File: config.mk
export PLATFORM = sky130hd
export DESIGN_NAME = controle_semaforo_flat
export DESIGN_NICKNAME = d
export VERILOG_FILES = /design/src/rtl/controle_semaforo_if.sv /design/src/rtl/controle_semaforo.sv /design/src/flat_wrapper.sv
export SDC_FILE = /design/constraint.sdc
export NUM_CORES = 1
export LEC_CHECK = 0
export ABC_AREA = 1
export CORE_MARGIN = 5
export CORE_UTILIZATION = 40
export CTS_CLUSTER_DIAMETER = 50
export DETAILED_ROUTE_END_ITERATION = 8
export PLACE_DENSITY = 0.76
export REMOVE_ABC_BUFFERS = 1
export SLEW_MARGIN = 25
export SYNTH_ARGS = -nofsm -noshare
export SYNTH_HDL_FRONTEND = slang
export SYNTH_SLANG_ARGS = --single-unit
File: constraint.sdc
create_clock -name clk -period 1.6 [get_ports clk]
set_input_delay 0.4 -clock clk [delete_from_list [all_inputs] [get_ports clk]]
set_output_delay 0.4 -clock clk [all_outputs]
set_load 0.03 [all_outputs]
File: src/rtl/controle_semaforo_if.sv
// Traffic-light sequencer bus: timebase/request inputs and phase outputs.
interface controle_semaforo_if #(
  parameter int W = 8
);
  logic         habilita;
  logic         casoEsp;
  logic [1:0]   estado;
  logic [W-1:0] contador;
  logic         sinal;
  logic         sinal15;
  logic         pulso;
  logic         atendido;

  modport master (
    output habilita, casoEsp,
    input  estado, contador, sinal, sinal15, pulso, atendido
  );

  modport slave (
    input  habilita, casoEsp,
    output estado, contador, sinal, sinal15, pulso, atendido
  );
endinterface

File: src/rtl/controle_semaforo.sv
// Four-phase traffic-light sequencer with tick-driven dwell counter
// and early green exit for pending special-case requests.
module controle_semaforo #(
  parameter int T_VERDE    = 30,
  parameter int T_AMARELO  = 5,
  parameter int T_VERMELHO = 30,
  parameter int T_TODOS    = 2,
  parameter int T_ESP      = 15,
  parameter int W          = 8
) (
  input logic           clk,
  input logic           reset,
  controle_semaforo_if.slave bus
);

  typedef enum logic [1:0] {
    VERDE    = 2'b00,
    AMARELO  = 2'b01,
    VERMELHO = 2'b10,
    TODOS    = 2'b11
  } fase_e;

  localparam logic [W-1:0] TV_M1 = W'(T_VERDE - 1);
  localparam logic [W-1:0] TA_M1 = W'(T_AMARELO - 1);
  localparam logic [W-1:0] TR_M1 = W'(T_VERMELHO - 1);
  localparam logic [W-1:0] TT_M1 = W'(T_TODOS - 1);
  localparam logic [W-1:0] TE_M1 = W'(T_ESP - 1);

  fase_e        estado_q, estado_d;
  logic [W-1:0] cnt_q, cnt_d;
  logic         pend_q, pend_d;
  logic         pulso_q, pulso_d;
  logic         atend_q, atend_d;

  logic [W-1:0] t_m1;
  logic         sinal, sinal15, avanca, consumo;

  always_ff @(posedge clk) begin
    if (reset) begin
      estado_q <= VERDE;
      cnt_q    <= '0;
      pend_q   <= 1'b0;
      pulso_q  <= 1'b0;
      atend_q  <= 1'b0;
    end else begin
      estado_q <= estado_d;
      cnt_q    <= cnt_d;
      pend_q   <= pend_d;
      pulso_q  <= pulso_d;
      atend_q  <= atend_d;
    end
  end

  always_comb begin
    t_m1 = TV_M1;
    unique case (estado_q)
      VERDE:    t_m1 = TV_M1;
      AMARELO:  t_m1 = TA_M1;
      VERMELHO: t_m1 = TR_M1;
      TODOS:    t_m1 = TT_M1;
      default:  t_m1 = TV_M1;
    endcase

    sinal   = bus.habilita & (cnt_q == t_m1);
    sinal15 = bus.habilita & (estado_q == VERDE) & pend_q
            & (cnt_q >= TE_M1) & ~sinal;
    avanca  = sinal | sinal15;
    consumo = (estado_q == VERDE) & avanca & pend_q;

    estado_d = estado_q;
    cnt_d    = cnt_q;
    if (avanca) begin
      estado_d = fase_e'(estado_q + 2'd1);
      cnt_d    = '0;
    end else if (bus.habilita) begin
      cnt_d = cnt_q + W'(1);
    end

    // a request in the consume cycle survives for the next green
    pend_d  = bus.casoEsp | (pend_q & ~consumo);
    pulso_d = avanca;
    atend_d = consumo;
  end

  always_comb begin
    bus.estado   = estado_q;
    bus.contador = cnt_q;
    bus.sinal    = sinal;
    bus.sinal15  = sinal15;
    bus.pulso    = pulso_q;
    bus.atendido = atend_q;
  end

endmodule

File: src/flat_wrapper.sv
// flat-port wrapper written by rule: the top's interface ports become plain ports
module controle_semaforo_flat 
#(
  parameter int T_VERDE    = 30,
  parameter int T_AMARELO  = 5,
  parameter int T_VERMELHO = 30,
  parameter int T_TODOS    = 2,
  parameter int T_ESP      = 15,
  parameter int W          = 8
)
  (clk, reset, bus_habilita, bus_casoEsp, bus_estado, bus_contador, bus_sinal, bus_sinal15, bus_pulso, bus_atendido);
  controle_semaforo_if #(.W(W)) bus_i ();
  input logic clk;
  input logic reset;
  input wire logic [$bits(bus_i.habilita)-1:0] bus_habilita;
  input wire logic [$bits(bus_i.casoEsp)-1:0] bus_casoEsp;
  output wire logic [$bits(bus_i.estado)-1:0] bus_estado;
  output wire logic [$bits(bus_i.contador)-1:0] bus_contador;
  output wire logic [$bits(bus_i.sinal)-1:0] bus_sinal;
  output wire logic [$bits(bus_i.sinal15)-1:0] bus_sinal15;
  output wire logic [$bits(bus_i.pulso)-1:0] bus_pulso;
  output wire logic [$bits(bus_i.atendido)-1:0] bus_atendido;
  assign bus_i.habilita = bus_habilita;
  assign bus_i.casoEsp = bus_casoEsp;
  assign bus_estado = bus_i.estado;
  assign bus_contador = bus_i.contador;
  assign bus_sinal = bus_i.sinal;
  assign bus_sinal15 = bus_i.sinal15;
  assign bus_pulso = bus_i.pulso;
  assign bus_atendido = bus_i.atendido;
  controle_semaforo #(.T_VERDE(T_VERDE), .T_AMARELO(T_AMARELO), .T_VERMELHO(T_VERMELHO), .T_TODOS(T_TODOS), .T_ESP(T_ESP), .W(W)) u_core (.clk(clk), .reset(reset), .bus(bus_i));
endmodule
# Word-level counts from Yosys, hierarchy flattened
# Cells that the tools add are included.
# word_totals
ff_bits,13
inputBits,4
output_inout_bits,14
# op_classes
add_sub_neg,2
n_lt_le_gt_ge,1
n_eq_ne,4
muxes,1
n_bitwise,12
n_reduce_logical,3
# op_table
operator,count
one-hot mux 8 bit (3 select lines),1
adder 8 x 1 -> 8 bit (second input constant),1
bitwise AND 1 bit,8
== test 8 bit,1
greater-or-equal comparator 8 x 4 -> 1 bit (second input constant),1
== test 2 bit (second input constant),2
OR reduction 2 bit,2
adder 2 x 1 -> 2 bit (second input constant),1
== test 2 x 1 -> 1 bit (second input constant),1
zero test 2 bit,1
inverter 1 bit,2
OR 1 bit,2

# Logic depth before layout (Yosys ltp)
# Gate-level depths: netlist (run 1).
# logic_depth
word_depth,13
ltp_mapped,11
mapped_depth_nobuf,11

# Worst setup path after synthesis (run 1)
# OpenSTA, ideal clock, no wires.
# synth_path
path_kind,reg-to-output
from,"register u_core.estado_q[1], in the netlist u_core.bus.estado[1]"
to,output port bus_sinal15
t_arrival_ps,1380
required_time_ps,1200
slack_ps,-180
stages_incl_launch_ff,10
path_cell_list,dfxtp_1 > inv_1 > ha_1 > inv_1 > nand2_1 > nand2_1 > nor2_2 > nand3_2 > nand3_1 > inv_1
# synth_between
elab_chain_cells,7
# synth_lines
item,line_no,text
"start, declared",controle_semaforo.sv:29,"fase_e estado_q, estado_d;"
"start signal, assigned",controle_semaforo.sv:46,estado_q <= estado_d;
== test 2 bit or zero test 2 bit (tied branches),"controle_semaforo.sv:56, controle_semaforo.sv:65",
OR reduction 2 bit (no source line),--,
one-hot mux 8 bit (3 select lines),controle_semaforo.sv:56,unique case (estado_q)
== test 8 bit,controle_semaforo.sv:64,sinal = bus.habilita & (cnt_q == t_m1);
bitwise AND 1 bit,controle_semaforo.sv:64,
inverter 1 bit,controle_semaforo.sv:66,& (cnt_q >= TE_M1) & ~sinal;
bitwise AND 1 bit (*),controle_semaforo.sv:66,
"end, declared",flat_wrapper.sv:20,output wire logic [$bits(bus_i.sinal15)-1:0] bus_sinal15;
# Every way passes the cells marked *; elsewhere a longest branch is shown, timed or not. The select of a mux whose other input is x is not followed.

# Worst setup path after layout (run 1)
# layout_path
from,"register u_core.estado_q[0], in the netlist u_core.bus.estado[0]"
to,output port bus_sinal15
# Same word-level chain as after synthesis.

==> metrics.cfg, run 1 <==
[status]
outcome = finished with violations
violations = negative setup slack

[grt]
grt_max_degree = 9
overflow = 0
grt_pass1_wl_mm = 3.04
antenna_found_initial = 0
grtUsageTotal_pct = 15.0
grt_pass1_vias = 743
use_met2_pct = 26.3
grt.met1_usage_pct = 16.2
grt_busiest_layer = met2
grt_use_met3_pct = 2.25

[place]
port_buffers = 17
dpl_worst_slack_ns = -0.311
place.gp.congestion = 0.827
placed_cell_area_sq_um = 1010
dp_hpwl_mm = 1.35
placedCellCount = 157

[finish]
area_delta_synth_final_pct = 44.1
final_area_sq_um = 1080
final_util_pct = 61.9
diodes = 0
register_area_sq_um = 265
multi_input_area_sq_um = 454
nets = 147
drive_above_1_share_pct = 30.7
fill_cells = 169
finalNonFillerCells = 162

[pwr]
peakVddDrop_mv = 0.420
power_mw = 0.639
power_density_nw_per_um2 = 592
p_leak_nw = 0.544

[clock_network]
hold_buffers = 0
cts.sink_count = 13
tritoncts = done
cts_buffer_depth = 2
htree_levels = 1
clkLatencyLatePin_ns = 0.28
root_buffer = clkbuf_4
cts.clk_slew.worst_paths_ns = 0.09
numCtsBuffers = 3

[yosys]
synthArstFlopShare_pct = 0
avgSynthCellArea_sq_um = 7.00
ys.warnings.count = 0
synth_area_leaders = dfxtp_1, nand2_1, inv_1
yosys.area.top_type_share_pct = 34.7
ys_seq_elements = 13
synth_cell_type_count = 19
synth_area_sq_um = 749
yosysSeqAreaShare_pct = 34.7
synthFlopType = dfxtp_1
synth_edf_count = 0
synthesis.instances = 107
synth_top_area_cell = dfxtp_1

[timing]
rsz0062_at_grt = yes
setup-violations-final = 2
max_freq_mhz = 548
drv_slew = 0
tns_ns = -0.387
finalHoldWorstSlack_ns = 0.522
period_share_pct = 114
maxSlewHeadroom_pct = 79.1
worstMarginPinSlew_ns = 0.314
finalWorstSetupSlack_ns = -0.223
fin_crit_ns = 1.82
finClkSkew_ns = 0.00246
hold_violations = 0

[flow_run]
drv_cap = 0

[route]
firstDrtPassIters = 4
drcViolationCount = 0
drt_iter0_drc = 12
vias = 746
routed_wl_mm = 1.81
ant_nets = 0
vias_per_cell = 4.60
routedWlPerCell_um = 11.2

[floorplanning]
die-area_sq_um = 2840
start_util_pct = 42.9
placementRows = 15
core_area_sq_um = 1750
ioPinCount = 18
die_y_um = 53.3
fp.dieW_um = 53.3

[worst_setup_path]
worst_setup_path_start_kind = flop
path_class = reg -> out
required_ns = 1.20
critPathArrivalTime_ns = 1.42
worstRegToRegCells = 10
cp-end-kind = output port
crit_fanout = 5

[worst_hold_path]
worstHoldPathCells = 4
hold_path.class = reg -> reg

[state kept, by name, summed over array words and instances, names as in the netlist]
register / count
u_core.bus.estado: 2
u_core.bus.pulso: 1
u_core.bus.atendido: 1
u_core.bus.contador: 8
u_core.pend_q: 1
[power by group]
part           leakage, nW  total [mW]  switching, mW  internal [mW]
clock network       0.0150       0.214          0.117         0.0968
logic                0.422      0.0873         0.0523         0.0350
registers            0.107       0.337        0.00784          0.329
total                0.544       0.639          0.178          0.461
[kinds of logic after synthesis]
kind of cell | count (synthesis) | synth area share [%]
buffers and inverters | 21 | 11.0
DFF | 13 | 34.7
and+or+nand+nor | 59 | 37.4
AOI/OAI and AO/OA | 4 | 2.67
xor gates and xnor gates | 5 | 5.84
adders and majority gates | 5 | 8.35
[cell usage in the layout (no fill, tap or decap), types with 2 or more instances in the layout]
cell type        netlist  final
nand4_1                3      3
nand3_1                9      8
ha_2                   0      2
xor2_1                 4      4
clkbuf_4               0      3
nor2_1                16     14
dfxtp_1               13     11
nor2_2                 1      2
nor3_2                 2      2
clkdlybuf4s50_1        0      2
nand2_1               23     20
buf_6                  0      2
inv_2                  3      8
nand2_2                1      4
o21ai_0                3      3
dlygate4sd2_1          0     12
nand2_4                2      2
buf_4                  1     10
ha_1                   5      2
inv_1                 17     12
[area by class of cell]
| cell class | instances | share of cell area [%] |
|---|---|---|
| multi-input cells | 73 | 42.1 |
| flip-flops and latches | 13 | 24.6 |
| repair buffers | 27 | 21.1 |
| inverters | 20 | 6.95 |
| well taps | 25 | 2.90 |
| clock buffers | 4 | 2.43 |
[layer usage]
| metal | part of all wire, % | up-vias |
|---|---|---|
| met5 | 0 | - |
| met2 | 51 | 13 |
| met1 | 43 | 337 |
| li1 | - | 392 |
| met3 | 3.1 | 4 |
| met4 | 2.3 | 0 |
[worst max-delay path: stages, from the launching register on]
cell     delay, ns
dfxtp_4       0.38
inv_2         0.06
ha_2          0.17
nand2_1       0.09
nor2_2        0.17
nand3_2       0.09
inv_2         0.05
buf_6         0.12
[cell usage after synthesis, types with 2 or more instances]
cell type	n
nand2_1	23
inv_1	17
nor2_1	16
dfxtp_1	13
nand3_1	9
ha_1	5
xor2_1	4
inv_2	3
nand4_1	3
o21ai_0	3
nand2_4	2
nor3_2	2
[path summary, 6_finish.rpt]
kind	from	end	slack, ns
worst max-delay path	u_core.bus.estado[0]	bus_sinal15	-0.22
worst min register to register	u_core.pend_q	u_core.pend_q	0.52
worst min-delay path	u_core.pend_q	u_core.pend_q	0.52
worst max register to register	u_core.bus.estado[0]	u_core.bus.contador[2]	0.17
[what timing repair did]
action                                  CTS  global route
hold endpoints to repair                  0             0
pin swaps                                 3             7
gates resized for setup                  26            11
setup buffers                             1             0
endpoints found under the setup margin   14             3
Note: power is estimated with default switching activity, not from simulation.
==> run 2, diff against run 1 <==
--- a/config.mk
+++ b/config.mk
@@ -7,6 +7,8 @@
 export LEC_CHECK = 0
 export ABC_AREA = 1
+export CORE_ASPECT_RATIO = 0.8
 export CORE_MARGIN = 5
 export CORE_UTILIZATION = 40
+export CTS_BUF_LIST = sky130_fd_sc_hd__clkbuf_8
 export CTS_CLUSTER_DIAMETER = 50
 export DETAILED_ROUTE_END_ITERATION = 8
==> constraint.sdc (replaced) <==
create_clock -name clk -period 1.6 [get_ports clk]
set_input_delay 0.16 -clock clk [delete_from_list [all_inputs] [get_ports clk]]
set_output_delay 0.16 -clock clk [all_outputs]
set_load 0.03 [all_outputs]
==> metrics.cfg, run 2 (synthesis results as in run 1) <==
[route]
vias = 769
drcViolationCount = 0
routed_wl_mm = 1.86
routedWlPerCell_um = 11.8
vias_per_cell = 4.87
drt_iter0_drc = 22
firstDrtPassIters = 4
ant_nets = 0

[worst_setup_path]
cp_slowest_cell = dfxtp_4
cp_cell_sequence = inv_1 -> ha_2 -> nand2_1 -> nor2_2 -> nand3_2 -> inv_2 -> buf_6
worstReg2RegEnd = u_core.pend_q
worstRegToRegCells = 10
path_class = reg -> out
startpoint = u_core.bus.estado[0]
endpoint = bus_sinal15
cp-end-kind = output port
r2r_slack_ns = 0.05
r2r_start = u_core.bus.estado[0]
cpPeakStageDelay_ns = 0.37
critPathArrivalTime_ns = 1.43
crit_fanout = 6
worst_setup_path_start_kind = flop
required_ns = 1.44

[clock_network]
cts.sink_count = 13
tritoncts = done
htree_levels = 1
cts.clk_slew.worst_paths_ns = 0.05
cts_buffer_depth = 2
clkLatencyLatePin_ns = 0.25
numCtsBuffers = 3
root_buffer = clkbuf_8
hold_buffers = 0

[finish]
drive_above_1_share_pct = 24.6
final_cell_mix = nand2_1, inv_1, nor2_1, clkdlybuf4s50_1, dfxtp_1
final_util_pct = 59.3
largest_reg_flops = 8
area_delta_synth_final_pct = 45.4
fill_cells = 176
multi_input_area_sq_um = 442
nets = 144
diodes = 0
register_area_sq_um = 269
final_area_sq_um = 1090
layout.cells.most_common = nand2_1

[grt]
overflow = 0
grt_pass1_vias = 674
antenna_found_initial = 0
grtUsageTotal_pct = 13.1
grt_pass1_wl_mm = 2.84
grt_max_degree = 9

[timing]
hold_violations = 0
period_share_pct = 99.6
max_freq_mhz = 627
worstMarginPinSlew_ns = 0.318
finalWorstSetupSlack_ns = 0.00571
setup-violations-final = 0
drv_slew = 0
maxSlewHeadroom_pct = 78.7
fin_crit_ns = 1.59
finClkSkew_ns = 0.00131
rsz0062_at_grt = yes

[pwr]
power_frac_seq_pct = 47.9
p_leak_nw = 0.514
p_clk_share_pct = 41.0
power_mw = 0.713
power_density_nw_per_um2 = 654
p_int_mw = 0.534
peakVddDrop_mv = 0.488
power.share.combinational_pct = 11.2
switching_share_pct = 25.2
p_sw_mw = 0.180

[floorplanning]
fp.dieW_um = 58.4
die-area_sq_um = 2840
placementRows = 14
core_area_sq_um = 1840
ioPinCount = 18
die_y_um = 48.7
start_util_pct = 40.7

[place]
place.gp.congestion = 0.835
port_buffers = 17
dpl_worst_slack_ns = 0.0776
dp_hpwl_mm = 1.20
placed_cell_area_sq_um = 952

[worst_hold_path]
hold_path.class = in -> reg
hp-start = bus_casoEsp

[status]
outcome = finished clean

[flow_run]
drv_cap = 0

[run 2: cell types whose count changed in the layout (fill, tap and decap cells not counted), sizes merged]
cell	before	now
clkdlybuf4s50	2	13
clkbuf	5	3
buf	12	9
dlygate4sd2	12	1
inv	20	21
dlymetal6s2s	0	1
[run 2: final cells by class]
type                       count  area share, %
clock buffer                   3           3.79
clock inverter                 1          0.344
inverter                      20           7.12
multi-input combinational     73           40.5
sequential                    13           24.7
tap                           24           2.76
timing repair buffer          24           20.8
[run 2: worst min-delay path by stage]
stage	to	slack, ns	cells past startpoint
floorplan	u_core.pend_q	0.27	2
global placement	u_core.bus.atendido	0.46	2
detailed placement	u_core.bus.atendido	0.48	2
CTS	u_core.pend_q	0.45	3
global route	u_core.pend_q	0.48	3
finish	u_core.pend_q	0.45	3
[run 2: what timing repair did]
item / in CTS / in global routing
endpoints found under the setup margin: 3 / 3
pin swaps: 2 / 8
gates resized for setup: 10 / 10
setup buffers: 3 / 2
[run 2: routing by layer]
metal | part of all wire (%) | GRT usage (%) | vias up
met5 | 0 | 0 | -
met4 | 4.0 | 6.95 | 0
met3 | 7.8 | 5.85 | 14
met2 | 47 | 20.8 | 39
met1 | 41 | 14.5 | 335
li1 | - | - | 381
[run 2: per-stage QoR]
step | setup TNS, ns | hold slack [ns] | std cells
2_1_floorplan | 0 | 0.270 | 106
3_3_place_gp | 0 | 0.461 | 149
3_5_place_dp | 0 | 0.478 | 149
4_1_cts | 0 | 0.454 | 156
5_1_grt | -0.291 | 0.484 | 158
6_report | 0 | 0.455 | 158
[run 2: power by group through the flow]
stage	combinational, mW	clock, mW	sequential (mW)
6_report	0.0798	0.292	0.341
5_1_grt	0.0875	0.317	0.343
4_1_cts	0.0751	0.299	0.342
3_5_place_dp	0.0743	0	0.350
3_3_place_gp	0.0727	0	0.349
2_1_floorplan	0.0330	0	0.358
[run 2: worst max-delay path: cells and delay by family (launching register included)]
| family | cells | cell delay [ns] |
|---|---|---|
| DFF | 1 | 0.37 |
| adders and majority gates | 1 | 0.20 |
| buffers and inverters | 3 | 0.27 |
| and+or+nand+nor | 3 | 0.34 |
